===== config.mk =====
export PLATFORM = sky130hd
export DESIGN_NAME = mmio_uart_tx
export DESIGN_NICKNAME = d
export VERILOG_FILES = /design/src/rtl/mmio_uart_tx.sv
export SDC_FILE = /design/constraint.sdc
export NUM_CORES = 1
export LEC_CHECK = 0
export BUFFER_PORTS_ARGS = -buffer_cell sky130_fd_sc_hd__clkbuf_2
export CELL_PAD_IN_SITES_DETAIL_PLACEMENT = 1
export CELL_PAD_IN_SITES_GLOBAL_PLACEMENT = 2
export CORE_MARGIN = 2
export CORE_UTILIZATION = 33
export DETAILED_ROUTE_END_ITERATION = 6
export GPL_ROUTABILITY_DRIVEN = 0
export PLACE_DENSITY = 0.7
export SLEW_MARGIN = 10
export SYNTH_ARGS = -nofsm -noshare
export SYNTH_HDL_FRONTEND = slang
export SYNTH_SLANG_ARGS = --single-unit

===== constraint.sdc =====
create_clock -name clk -period 4.8 [get_ports clk]
set_clock_uncertainty 0.05 [all_clocks]
set_input_delay 0.48 -clock clk [delete_from_list [all_inputs] [get_ports clk]]
set_output_delay 0.48 -clock clk [all_outputs]
set_load 0.1 [all_outputs]

===== src/rtl/mmio_uart_tx.sv =====
// Memory-mapped 8N1 UART transmitter with a byte FIFO, status and baud registers.
module mmio_uart_tx #(
  parameter int unsigned           DATA_WIDTH   = 32,
  parameter int unsigned           ADDR_WIDTH   = 32,
  parameter logic [ADDR_WIDTH-1:0] BASE_ADDR    = ADDR_WIDTH'(32'h0000_1000),
  parameter int unsigned           FIFO_DEPTH   = 8,
  parameter logic [15:0]           BAUD_DIV_RST = 16'd867
) (
  input  logic                  clk,
  input  logic                  reset,
  input  logic                  en,
  input  logic [ADDR_WIDTH-1:0] address_i,
  input  logic [DATA_WIDTH-1:0] data_in_i,
  input  logic [3:0]            wr_mask_i,
  output logic [DATA_WIDTH-1:0] data_out_o,
  output logic                  tx_o,
  output logic                  irq_o
);

  localparam int unsigned PW = $clog2(FIFO_DEPTH);
  localparam int unsigned CW = PW + 1;

  typedef enum logic [1:0] {
    S_IDLE,
    S_START,
    S_DATA,
    S_STOP
  } state_t;

  state_t          state, state_n;
  logic            hit, is_wr, push_req, push_ok, pop, ovf_clr, full, empty, bit_end;
  logic [1:0]      offset;
  logic [PW-1:0]   wr_ptr, rd_ptr;
  logic [CW-1:0]   count, count_n;
  logic [7:0]      fifo_mem [FIFO_DEPTH];
  logic [15:0]     baud_div, baud_cnt, baud_cnt_n;
  logic [2:0]      bit_idx, bit_idx_n;
  logic [7:0]      shreg, shreg_n;
  logic            tx_n;
  logic            ovf;
  logic [DATA_WIDTH-1:0] rd_data;
  logic            unused_bits;

  assign unused_bits = ^{address_i[1:0], data_in_i[DATA_WIDTH-1:16]};

  assign hit      = en && (address_i[ADDR_WIDTH-1:4] == BASE_ADDR[ADDR_WIDTH-1:4]);
  assign offset   = address_i[3:2];
  assign is_wr    = |wr_mask_i;
  assign push_req = hit && is_wr && (offset == 2'd0) && wr_mask_i[0];
  assign ovf_clr  = hit && is_wr && (offset == 2'd1) && wr_mask_i[0] && data_in_i[3];
  assign full     = (count == CW'(FIFO_DEPTH));
  assign empty    = (count == '0);
  assign push_ok  = push_req && !full;
  assign bit_end  = (baud_cnt == '0);
  assign count_n  = count + CW'(push_ok) - CW'(pop);

  // Register read multiplexer, evaluated on pre-edge state.
  always_comb begin
    rd_data = '0;
    unique case (offset)
      2'd1: begin
        rd_data[0]    = (state != S_IDLE);
        rd_data[1]    = full;
        rd_data[2]    = empty;
        rd_data[3]    = ovf;
        rd_data[15:8] = 8'(count);
      end
      2'd2:    rd_data[15:0] = baud_div;
      default: rd_data = '0;
    endcase
  end

  // Serialiser next-state: the bit timer reloads from BAUDDIV at every bit boundary,
  // and the stop bit chains straight into the next start bit when data is waiting.
  always_comb begin
    state_n    = state;
    baud_cnt_n = baud_cnt;
    bit_idx_n  = bit_idx;
    shreg_n    = shreg;
    tx_n       = tx_o;
    pop        = 1'b0;
    if (state != S_IDLE) begin
      baud_cnt_n = bit_end ? baud_div : baud_cnt - 16'd1;
    end
    unique case (state)
      S_IDLE: begin
        if (!empty) begin
          pop        = 1'b1;
          state_n    = S_START;
          tx_n       = 1'b0;
          shreg_n    = fifo_mem[rd_ptr];
          baud_cnt_n = baud_div;
        end
      end
      S_START: begin
        if (bit_end) begin
          state_n   = S_DATA;
          tx_n      = shreg[0];
          shreg_n   = {1'b0, shreg[7:1]};
          bit_idx_n = '0;
        end
      end
      S_DATA: begin
        if (bit_end) begin
          if (bit_idx == 3'd7) begin
            state_n = S_STOP;
            tx_n    = 1'b1;
          end else begin
            bit_idx_n = bit_idx + 3'd1;
            tx_n      = shreg[0];
            shreg_n   = {1'b0, shreg[7:1]};
          end
        end
      end
      S_STOP: begin
        if (bit_end) begin
          if (!empty) begin
            pop     = 1'b1;
            state_n = S_START;
            tx_n    = 1'b0;
            shreg_n = fifo_mem[rd_ptr];
          end else begin
            state_n = S_IDLE;
            tx_n    = 1'b1;
          end
        end
      end
      default: state_n = S_IDLE;
    endcase
  end

  // FIFO storage; contents need no reset since the pointers define validity.
  always_ff @(posedge clk) begin
    if (push_ok) fifo_mem[wr_ptr] <= data_in_i[7:0];
  end

  // FIFO pointers, overflow flag, baud register and registered read data.
  always_ff @(posedge clk) begin
    if (reset) begin
      wr_ptr     <= '0;
      rd_ptr     <= '0;
      count      <= '0;
      ovf        <= 1'b0;
      baud_div   <= BAUD_DIV_RST;
      data_out_o <= '0;
    end else begin
      if (push_ok) wr_ptr <= wr_ptr + PW'(1);
      if (pop)     rd_ptr <= rd_ptr + PW'(1);
      count <= count_n;
      if (push_req && full) ovf <= 1'b1;
      else if (ovf_clr)     ovf <= 1'b0;
      if (hit && is_wr && (offset == 2'd2)) begin
        if (wr_mask_i[0]) baud_div[7:0]  <= data_in_i[7:0];
        if (wr_mask_i[1]) baud_div[15:8] <= data_in_i[15:8];
      end
      data_out_o <= (hit && !is_wr) ? rd_data : '0;
    end
  end

  // Serialiser state, line output and TX-done interrupt.
  always_ff @(posedge clk) begin
    if (reset) begin
      state    <= S_IDLE;
      baud_cnt <= '0;
      bit_idx  <= '0;
      shreg    <= '0;
      tx_o     <= 1'b1;
      irq_o    <= 1'b1;
    end else begin
      state    <= state_n;
      baud_cnt <= baud_cnt_n;
      bit_idx  <= bit_idx_n;
      shreg    <= shreg_n;
      tx_o     <= tx_n;
      irq_o    <= (count_n == '0) && (state_n == S_IDLE);
    end
  end

endmodule

Yosys cells after proc, flatten, opt, wreduce, memory -nomap -nowiden:

Memories as Yosys holds them, arrays and structs flattened. A register that Yosys moved wholly into a read port is not among the register bits.
Index checks and enable logic that the tools add are counted.

* add/sub/neg operators: 6
* eq/ne operators: 13
* multiplexer cells: 39
* bitwise gates (word level): 2
* reduce and logical (&&, ||, !) cells: 31

Operators with widths (count)
* 16-bit 2-to-1 mux: 4
* 8-bit 2-to-1 mux: 5
* 8-bit case mux with 4 select lines: 1
* 28-bit by 9-bit equality test with 1-bit output (second input constant): 1
* 16-bit logical NOT: 1
* 8-bit case mux with 2 select lines: 1
* 16-bit by 1-bit subtractor with 16-bit output (second input constant): 1
* 3-bit 2-to-1 mux: 5
* 1-bit 2-to-1 mux: 13
* 1-bit logical AND: 12
* 4-bit AND reduction: 3
* 2-bit 2-to-1 mux: 5
* 2-bit != test (second input constant): 5
* 3-bit by 1-bit adder with 3-bit output (second input constant): 3
* 4-bit logical NOT: 2
* 2-bit case mux with 4 select lines: 1
* 4-bit case mux with 2 select lines: 1
* 2-bit equality test (second input constant): 3
* 2-bit logical NOT: 3
* 3-bit case mux with 2 select lines: 1
* 2-bit nonzero test: 3
* 4-bit by 1-bit adder with 4-bit output: 1
* 2-bit by 1-bit equality test with 1-bit output (second input constant): 2
* 4-bit equality test (second input constant): 1
* 10 further kinds: 13

* register bits after elaboration: 90
* RAM bits: 64
* input bits: 71
* output and inout port bits: 34
* memories kept: 1

Memories
* fifo_mem: depth 8, bits a word 8, rd ports 1, clocked after memory_dff 1, wr ports 1, RTL line 35 `logic [7:0] fifo_mem [FIFO_DEPTH];`

Depth between registers and ports, before layout:

* depth in word-level cells: 10
* depth in mapped cells: 13

Worst setup path before layout:

No wires, ideal clock.

* path type: flip-flop to flip-flop
* start point: register baud_cnt[0]
* end point: register irq_o
* data arrival time: 3.067 ns
* slack: 1.567 ns
* cell stages (with the launch flop): 14
* buffers on the path: 0
* clock period less this slack: 3.233 ns
* path through: dfxtp_1 inv_1 ha_1 or4b_1 nor4_4 a31oi_1 nor3_2 ha_1 inv_1 ha_1 fa_1 xnor2_1 nor3b_1 a41o_1

* longest elaborated chain between the ends: 6
* elaborated cells on any way between the ends: 11
* those cells by class: add/sub (1); mux (6); reduce/logical (4)

Ends and longest elaborated chain
* start, declared: RTL line 36 `logic [15:0] baud_div, baud_cnt, baud_cnt_n;`
* start signal, assigned: RTL line 171 `baud_cnt <= baud_cnt_n;`
* 16-bit logical NOT: RTL line 54 `assign bit_end = (baud_cnt == '0);`
* 1-bit 2-to-1 mux: RTL line 116 `if (bit_end) begin`
* 1-bit case mux with 2 select lines: RTL line 85 `unique case (state)`
* net pop: RTL line 31 `logic hit, is_wr, push_req, push_ok, pop, ovf_clr, full, empty, bit_end;`
* 4-bit by 1-bit subtractor with 4-bit output: RTL line 55 `assign count_n = count + CW'(push_ok) - CW'(pop);`
* 4-bit logical NOT: RTL line 175 `irq_o <= (count_n == '0) && (state_n == S_IDLE);`
* 1-bit logical AND: RTL line 175
* end signal, assigned: RTL line 175
* end, declared: RTL line 17 `output logic irq_o`

The timed path passes the listed nets, and every way through them passes these cells.
A chain may end at the register's enable or synchronous reset.

Final worst setup path:

Ends and elaborated chain as after synthesis.

==> metrics.md <==
| Metric | Value |
|---|---|
| Synth Warn # | 0 |
| First-pass GRT wire length | 25400 um |
| Residual DRC | 0 |
| Synth Area in Adders | 4.16% |
| Hold WC Path Type | input port to flop |
| Die width | 141 um |
| Number of flops mapped to enable cells by yosys | 64 |
| Vias after detailed routing | 4255 |
| Max Clk Rate | 273 MHz |
| Multi-input combinational cell area | 0.00251 mm2 |
| Max-cap violations | 0 |
| Yosys cell types | 60 |
| Largest family of logic cells by synthesized area | simple AND/OR/NAND/NOR gates |
| CTS clk-pin slew, worst paths | 60 ps |
| CP Capture Type | flop |
| FFs w/ async S/R, synth | 0% |
| Mapped Area | 0.00620 mm2 |
| Post-Route WL | 15700 um |
| Hold Vio Cnt, Final | 0 |
| First-pass DRT Iterations | 4 |
| Row count | 50 |
| FF+latch area | 0.00346 mm2 |
| Core Footprint | 0.0186 mm2 |
| Power per cell area | 541 mW/mm2 |
| CTS tree | done |
| Max Transition Viols Final | 0 |
| Initial DRC Count | 227 |
| Fin crit period | 3660 ps |
| Seq/Total Area, Yosys | 55.9% |
| Root Driver | clkbuf_16 |
| Leakage power | 2.72 nW |
| Final Instance Area | 0.00728 mm2 |
| IO buf count | 70 |
| Clk_lat worst skew | 420 ps |
| Mapped Cells | 525 |
| CP max stage delay | 580 ps |
| Post-layout power | 3.94 mW |
| CP bufs+invs | 2 |
| Post-Synth XOR/XNOR Area | 1.41% |
| Mux contribution to synthesized area | 10.5% |
| Critical path arrival | 3970 ps |
| # setup viols final | 0 |
| Vias in the first global route | 4664 |
| Critical Path RT | 5110 ps |
| Ys flop type | dfxtp_1 |
| Initial antenna violation count | 0 |
| Die Area | 0.0199 mm2 |
| Mapped Avg Cell Area | 11.8 um2 |
| Crit-path max FO | 6 |
| List of most frequent post-synthesis cells | dfxtp_1 (77), edfxtp_1 (64), nor2_1 (56), nand2_1 (37), mux2i_1 (28) |
| Most used cell, CP | ha_1 |
| CP cell instances | inv_1, ha_1, or4b_1, nor4_4, a31oi_1, nor3_2, ha_1, inv_1, ha_1, fa_1, xnor2_1, nor3b_1, a41o_1 |
| Ports | 105 |
| Diodes inserted | 0 |
| Routed vias/inst | 5.04 |
| Largest net degree at the start of global routing | 59 |
| Status | complete, no violations |
| Compound-gate portion of the synthesized area | 9.77% |
| Count leader, synth | dfxtp_1 |
| Post-CTS Setup Bufs | 0 |
| Clk buf depth | 2 |
| H-tree depth | 4 |
| Share of cells above drive strength 1 | 23.1% |
| Layout area overhead | 17.4% |
| Max-slew headroom | 27.1% |
| Cts hold-fix bufs | 0 |
| Filler cells | 2023 |
| Final period utilization | 76.3% |
| Critical Path Start Type | flop |
| Clock sink count | 141 |
| RSZ-0062 raised after global routing | no |
| Global route overflow | 0 |
| Critical path class | flop to flop |
| Yosys top cell by area | edfxtp_1 |
| Post_cts resized | 0 |
| Nets@finish | 688 |
| Total GRT Usage | 16.7% |
| Routed WL per cell | 18.5 um |
| FF+latch count, synth | 141 |
| Setup tns final | 0 ps |
| Delay-heaviest family, CP | simple AND/OR/NAND/NOR gates |
| Simple-gate share of the synthesized area | 13.6% |
| Initial Util | 33.4% |
| CTS Buf Count | 17 |
| Slew @ Worst Pin | 1090 ps |
| VDD IR-drop max | 304 uV |
| Post-route ant nets | 0 |
| Top cell type's share of synthesized area | 31.0% |
| Cell Area, Placed | 0.00674 mm2 |
| Synth area leaders | edfxtp_1 (31%), dfxtp_1 (25%), mux4_2 (5.8%) |
| DP HPWL | 11000 um |
| Die Height | 141 um |
| Slowest library cell on the worst path | or4b_1 |
==> metal layers <==
layer	wire, um	up-vias	global-route usage [%]	share of wire [%]
met5	0	-	0	0
met4	233	0	5.11	1.5
met3	374	16	3.77	2.4
met2	7970	61	29.7	51
li1	-	2057	-	-
met1	7070	2121	20.2	45
==> path summary, 6_finish.rpt <==
path	start	end	slack, ps	cells past startpoint
worst max-delay path	baud_cnt[0]$_SDFF_PP0_	irq_o$_SDFF_PP1_	1140	13
worst min-delay path	data_in_i[9]	baud_div[9]$_SDFFE_PP1P_	210	2
worst max register to register	baud_cnt[0]$_SDFF_PP0_	irq_o$_SDFF_PP1_	1140	13
worst min register to register	ovf$_SDFFE_PP0P_	ovf$_SDFFE_PP0P_	410	2
==> final cells by class <==
cell class / count / share of cell area (%)
clock inverter: 14 / 1.48
inverter: 15 / 0.774
timing repair buffer: 79 / 5.74
clock buffer: 18 / 5.90
sequential: 141 / 47.6
tap: 234 / 4.02
multi-input combinational: 343 / 34.5
==> through the flow <==
step | instances | util, % | setup WS [ps] | hold WS (ps)
after floorplan | 540 | - | 1570 | 382
after global placement | 812 | 36.3 | 1170 | 398
after detailed placement | 812 | 36.3 | 1140 | 405
after CTS | 844 | 39.2 | 1090 | 203
after global routing | 844 | 39.2 | 796 | 214
final | 844 | 39.2 | 1140 | 210
==> cell usage in the layout (no fill, tap or decap), types with 4 or more instances in the layout <==
master,n
clkbuf_2,70
ha_1,19
edfxtp_1,64
nand2_1,37
nand4_1,4
inv_6,5
nor2_1,56
nor2b_1,8
inv_1,15
nor3_1,13
a22oi_1,7
buf_4,9
o21ai_0,17
dfxtp_1,77
mux4_2,16
and2_1,10
xnor2_1,5
a21oi_1,14
a31oi_1,8
o22ai_1,5
nor4b_1,6
a211o_1,7
nor4_1,10
clkbuf_16,17
mux2i_1,28
xor2_1,5
conb_1,16
a31o_2,4
==> registers in the layout, summed over array words and instances, names as in the netlist, named ones only <==
name	cells
shreg	8
irq_o	1
fifo_mem	64
tx_o	1
data_out_o	16
baud_cnt	16
wr_ptr	3
ovf	1
bit_idx	3
rd_ptr	3
state	2
baud_div	16
count	4
==> where the power goes <==
part,switching [mW],internal (mW)
Clock,0.535,0.667
Sequential,0.152,1.38
Combinational,0.734,0.470
==> logic make-up (layout without fill, tap and decap cells) <==
kind of cell / count (synthesis) / in the layout
and+or+nand+nor: 167 / 167
DFF: 141 / 141
xor gates and xnor gates: 10 / 10
buffers and inverters: 56 / 126
muxes: 45 / 45
adders and majority gates: 20 / 20
other: 1 / 16
AOI/OAI and AO/OA: 85 / 85
Note: power is estimated with default switching activity, not from simulation.
